### src/rtl/lsu_wb.sv
// Load/store unit and load writeback source for the nano RV32I core.
// Runs one req/gnt/rvalid data-memory transaction at a time.
module lsu_wb #(
  parameter int unsigned ADDR_W = 32
) (
  input  logic              clk_i,
  input  logic              rst_i,
  input  logic              req_valid_i,
  output logic              req_ready_o,
  input  logic              req_we_i,
  input  logic [2:0]        req_funct3_i,
  input  logic [ADDR_W-1:0] req_addr_i,
  input  logic [31:0]       req_wdata_i,
  input  logic [4:0]        req_rd_i,
  output logic              dmem_req_o,
  input  logic              dmem_gnt_i,
  output logic              dmem_we_o,
  output logic [3:0]        dmem_be_o,
  output logic [ADDR_W-1:0] dmem_addr_o,
  output logic [31:0]       dmem_wdata_o,
  input  logic              dmem_rvalid_i,
  input  logic [31:0]       dmem_rdata_i,
  output logic              reg_write_o,
  output logic [4:0]        rd_o,
  output logic [31:0]       write_data_o,
  output logic              err_o
);

  typedef enum logic [1:0] {StIdle, StReq, StWait, StWb} state_e;

  state_e            state_q;
  logic              dmem_req_q;
  logic              dmem_we_q;
  logic [3:0]        be_q;
  logic [ADDR_W-1:0] addr_q;
  logic [31:0]       wdata_q;
  logic [2:0]        funct3_q;
  logic [1:0]        off_q;
  logic [4:0]        rd_pend_q;
  logic              reg_write_q;
  logic [4:0]        rd_q;
  logic [31:0]       result_q;
  logic              err_q;

  logic              illegal;
  logic [3:0]        be_new;
  logic [31:0]       wdata_new;
  logic [31:0]       lane;
  logic [31:0]       load_data;

  always_comb begin
    if (req_we_i) begin
      illegal = req_funct3_i[2] | (req_funct3_i[1:0] == 2'd3);
    end else begin
      illegal = (req_funct3_i[1:0] == 2'd3) | (req_funct3_i[2] & req_funct3_i[1]);
    end
    if ((req_funct3_i[1:0] == 2'd1) && req_addr_i[0]) illegal = 1'b1;
    if ((req_funct3_i[1:0] == 2'd2) && (req_addr_i[1:0] != 2'b00)) illegal = 1'b1;
  end

  always_comb begin
    unique case (req_funct3_i[1:0])
      2'd0: begin
        be_new    = 4'b0001 << req_addr_i[1:0];
        wdata_new = {4{req_wdata_i[7:0]}};
      end
      2'd1: begin
        be_new    = 4'b0011 << req_addr_i[1:0];
        wdata_new = {2{req_wdata_i[15:0]}};
      end
      default: begin
        be_new    = 4'b1111;
        wdata_new = req_wdata_i;
      end
    endcase
  end

  assign lane = dmem_rdata_i >> {off_q, 3'b000};

  always_comb begin
    unique case (funct3_q)
      3'd0:    load_data = {{24{lane[7]}}, lane[7:0]};
      3'd1:    load_data = {{16{lane[15]}}, lane[15:0]};
      3'd4:    load_data = {24'd0, lane[7:0]};
      3'd5:    load_data = {16'd0, lane[15:0]};
      default: load_data = lane;
    endcase
  end

  always_ff @(posedge clk_i) begin
    if (rst_i) begin
      state_q     <= StIdle;
      dmem_req_q  <= 1'b0;
      dmem_we_q   <= 1'b0;
      be_q        <= 4'd0;
      addr_q      <= '0;
      wdata_q     <= 32'd0;
      funct3_q    <= 3'd0;
      off_q       <= 2'd0;
      rd_pend_q   <= 5'd0;
      reg_write_q <= 1'b0;
      rd_q        <= 5'd0;
      result_q    <= 32'd0;
      err_q       <= 1'b0;
    end else begin
      err_q       <= 1'b0;
      reg_write_q <= 1'b0;
      unique case (state_q)
        StIdle: begin
          if (req_valid_i) begin
            if (illegal) begin
              err_q <= 1'b1;
            end else begin
              state_q    <= StReq;
              dmem_req_q <= 1'b1;
              dmem_we_q  <= req_we_i;
              be_q       <= be_new;
              addr_q     <= {req_addr_i[ADDR_W-1:2], 2'b00};
              wdata_q    <= wdata_new;
              funct3_q   <= req_funct3_i;
              off_q      <= req_addr_i[1:0];
              rd_pend_q  <= req_rd_i;
            end
          end
        end
        StReq: begin
          if (dmem_gnt_i) begin
            dmem_req_q <= 1'b0;
            state_q    <= dmem_we_q ? StIdle : StWait;
          end
        end
        StWait: begin
          if (dmem_rvalid_i) begin
            state_q     <= StWb;
            reg_write_q <= (rd_pend_q != 5'd0);
            rd_q        <= rd_pend_q;
            result_q    <= load_data;
          end
        end
        StWb: state_q <= StIdle;
        default: state_q <= StIdle;
      endcase
    end
  end

  // Ready is gated by reset directly so it reads 0 throughout the reset cycle.
  assign req_ready_o  = (state_q == StIdle) && !rst_i;
  assign dmem_req_o   = dmem_req_q;
  assign dmem_we_o    = dmem_we_q;
  assign dmem_be_o    = be_q;
  assign dmem_addr_o  = addr_q;
  assign dmem_wdata_o = wdata_q;
  assign reg_write_o  = reg_write_q;
  assign rd_o         = rd_q;
  assign write_data_o = result_q;
  assign err_o        = err_q;

endmodule

### config.mk
export PLATFORM = sky130hd
export DESIGN_NAME = lsu_wb
export DESIGN_NICKNAME = d
export VERILOG_FILES = /design/src/rtl/lsu_wb.sv
export SDC_FILE = /design/constraint.sdc
export NUM_CORES = 1
export LEC_CHECK = 0
export CELL_PAD_IN_SITES_DETAIL_PLACEMENT = 0
export CELL_PAD_IN_SITES_GLOBAL_PLACEMENT = 1
export CORE_MARGIN = 2
export CORE_UTILIZATION = 27
export DETAILED_ROUTE_END_ITERATION = 10
export PLACE_DENSITY = 0.85
export SETUP_SLACK_MARGIN = 0.05
export SYNTH_ARGS = -nofsm -noshare
export SYNTH_HDL_FRONTEND = slang
export SYNTH_SLANG_ARGS = --single-unit
### constraint.sdc
create_clock -name clk_i -period 1.4 [get_ports clk_i]
set_input_delay 0.28 -clock clk_i [delete_from_list [all_inputs] [get_ports clk_i]]
set_output_delay 0.28 -clock clk_i [all_outputs]
set_load 0.1 [all_outputs]
==> summary.txt <==
CTS
  • Clock root buffer: clkbuf_16
  • Clock Pin Slew Worst Setup and Hold Paths: 0.06 ns
  • Hold Buf Count CTS: 0
  • H-tree levels: 4
  • CTS tree: yes
  • Clock Latency Late Sink: 0.42 ns
  • Num CTS Buffers: 17
  • Clock Path Buffers: 2
  • Clock sink total: 119

Setup path
  • CP bufs+invs: 2
  • R2R setup slack: -0.14 ns
  • Critical Path RT: 1.12 ns
  • R2R depth: 6
  • Worst setup EP type: output pin
  • Kind of critical path: reg2out
  • Crit-path cells: buf_6 > nor3_4 > buf_12
  • CP startpoint: state_q[0]$_SDFFE_PP0P_
  • Peak fanout along the critical path: 3
  • FF-to-FF Start: off_q[1]$_SDFFE_PP0P_
  • Crit path max-delay cell type: dfxtp_2
  • Slowest stage delay, CP: 0.32 ns
  • Critical path depth: 3
  • CP startpoint kind: register
  • Crit path DAT: 1.29 ns
  • CP delay by family, top: buffers and inverters

STA
  • Max-slew violations: 0
  • Worst Skew: 0.0168 ns
  • RSZ-0062 raised after global routing: true
  • Fin crit share: 1.12
  • Minimum clock period: 1.57 ns
  • Setup Viol. Count Final: 66
  • Setup WS post-layout: -0.175 ns
  • Final Hold Fails: 0
  • Fmax: 635 MHz
  • Setup TNS: -4.78 ns

Logic synthesis
  • Leading area contributor after synthesis: dfxtp_1
  • Synth top area share: 0.466
  • Synthesis-stage register bit count: 119
  • Post-synth EDFFs: 0
  • Synth Flop Type: dfxtp_1
  • Cell area after synthesis: 5110 um2
  • Synth unique cells: 38
  • Syn Area/Cell: 8.18 um2
  • Largest cells by area after synthesis: dfxtp_1 47%, nand2_1 12%, a21oi_1 7.9%
  • Yosys warns: 0
  • Cells after synthesis: 625
  • Asr flop ratio synth: 0
  • Post-synthesis sequential area ratio: 0.466

Placement
  • Hpwl dp: 12.9 mm
  • Inst Count DP: 1076
  • Port buffer count: 217
  • GPL Wtd Cong: 0.796

Routing
  • Remaining antenna violation count: 0
  • Drt drc: 0
  • Initial DRT Pass Iterations: 5
  • DR vias: 5432
  • DR iter-0 viols: 247
  • Vias/cell: 4.78
  • Avg WL per Cell: 16.7 um
  • Final WL: 19.0 mm

Final layout
  • Share of cells above drive strength 1: 0.323
  • Post-layout util: 0.551
  • Syn-to-layout area delta: 101%
  • Non-Filler Instances: 1136
  • # nets final: 998

GRT
  • Vias in the first global route: 5426
  • Initial antenna violation count: 1
  • Largest net degree at the start of global routing: 55
  • Gr usage total: 0.190
  • First-pass GRT wire length: 29.4 mm
  • Gr ovfl total: 0

Die
  • Placeable Area: 18600 um2
  • Cell Rows: 50
  • Initial core utilization: 0.274
  • DIE HEIGHT: 142 um
  • Chip width: 142 um
  • Die Footprint: 20100 um2
  • Io pins: 220

Power and ir drop
  • PwrDens: 1120 nW/um2
  • Leakage: 3.81 nW
  • Peak VDD IR: 0.000826 V

Min path
  • Worst min-delay path startpoint: req_we_i
  • Min-Delay Path Depth: 3
  • Hold WC Path Type: in2reg

Flow run
  • Number of max-cap violations: 0

Run status
  • Failing checks: setup timing
  • Status: finished, violations left
[where the power goes]
| part | internal, W | switching, W | total, W | leakage, nW |
|---|---|---|---|---|
| Combinational | 0.00124 | 0.00172 | 0.00296 | 2.53 |
| Sequential | 0.00354 | 0.000157 | 0.00370 | 0.969 |
| Clock | 0.00326 | 0.00163 | 0.00489 | 0.313 |
[worst paths after layout]
path | endpoint
worst max-delay path | req_ready_o
worst min-delay path | dmem_we_o$_SDFFE_PP0P_
worst max register to register | write_data_o[24]$_SDFFE_PP0P_
worst min register to register | rd_o[2]$_SDFFE_PP0P_
[cell type report]
type	instances	area [um2]
inverters	4	15.0
flip-flops and latches	119	2390
diodes	1	2.50
fillers	1596	8370
multi-input cells	450	2740
clock inverters	11	196
well taps	234	293
repair buffers	296	4180
clock buffers	21	460
[flip-flops by register name, summed over array words and instances, names as in the netlist, named ones only]
signal        cells
dmem_addr_o      30
dmem_we_o         1
reg_write_o       1
write_data_o     32
state_q           1
dmem_wdata_o     32
off_q             2
dmem_req_o        1
rd_o              5
rd_pend_q         5
funct3_q          3
err_o             1
dmem_be_o         4
[worst register-to-register path, stage by stage, from the launching register on]
cell and delay (ns):
dfxtp_4 0.36, buf_6 0.13, mux2i_2 0.16, a211oi_2 0.30
a31oi_4 0.14, buf_12 0.18, a211oi_2 0.19
[cell families (layout without fill, tap and decap cells)]
family                 Yosys count  after routing  share of synthesized area
AO/OA/AOI/OAI                  155            155                      0.193
multiplexers                    41             41                     0.0871
buffers and inverters           57            332                     0.0543
AND/OR/NAND/NOR                251            251                      0.197
XOR/XNOR                         1              1                    0.00171
other                            1              3                   0.000733
flip-flops                     119            119                      0.466
[stage by stage]
stage                     hold slack, ns  instance area, um2  total power [W]  setup WS (ns)
final                              0.327               10300           0.0116         -0.175
after global placement             0.456                9010          0.00652         -0.693
after global routing               0.318               10300           0.0120         -0.236
after detailed placement           0.461                9010          0.00655         -0.814
after floorplan                    0.398                5300          0.00532         -0.125
after CTS                          0.316               10100           0.0116         -0.189
[cell usage in the layout (no fill, tap or decap), types with 4 or more instances in the layout]
| master | count |
|---|---|
| a211oi_1 | 9 |
| a211oi_2 | 18 |
| a21oi_1 | 70 |
| a21oi_2 | 11 |
| a311oi_1 | 9 |
| buf_12 | 118 |
| buf_16 | 4 |
| buf_4 | 51 |
| buf_6 | 10 |
| bufinv_16 | 5 |
| clkbuf_16 | 18 |
| clkdlybuf4s50_1 | 102 |
| dfxtp_1 | 115 |
| inv_1 | 4 |
| mux2_2 | 11 |
| mux2_4 | 4 |
| mux2i_1 | 21 |
| nand2_1 | 164 |
| nor2_1 | 50 |
| nor3_1 | 16 |
| o211ai_1 | 15 |
| o21ai_0 | 8 |
| o2bb2ai_1 | 6 |
[cells in the mapped netlist, types with 9 or more instances]
| cell type | number |
|---|---|
| a311oi_1 | 9 |
| nor3_1 | 18 |
| o211ai_1 | 15 |
| buf_2 | 9 |
| a211oi_1 | 26 |
| dfxtp_1 | 119 |
| mux2_2 | 15 |
| mux2i_1 | 25 |
| nor2_1 | 51 |
| nand2_1 | 168 |
| a21oi_1 | 81 |
| clkbuf_1 | 30 |
| buf_4 | 10 |
[what timing repair did]
| action | in CTS | in global routing |
|---|---|---|
| gates cloned | 8 | 1 |
| pin swaps | 22 | 19 |
| endpoints found under the setup margin | 112 | 118 |
| setup buffers | 10 | 9 |
| resized for setup | 39 | 30 |
[per-layer routing]
metal / GRT usage / vias to the layer above / share of wire
met1: 0.223 / 2543 / 0.40
met4: 0.0626 / 0 / 0.018
met5: 0 / - / 0
met3: 0.0763 / 24 / 0.095
li1: - / 2677 / -
met2: 0.315 / 188 / 0.49
Power figures use the tool's default switching activity.
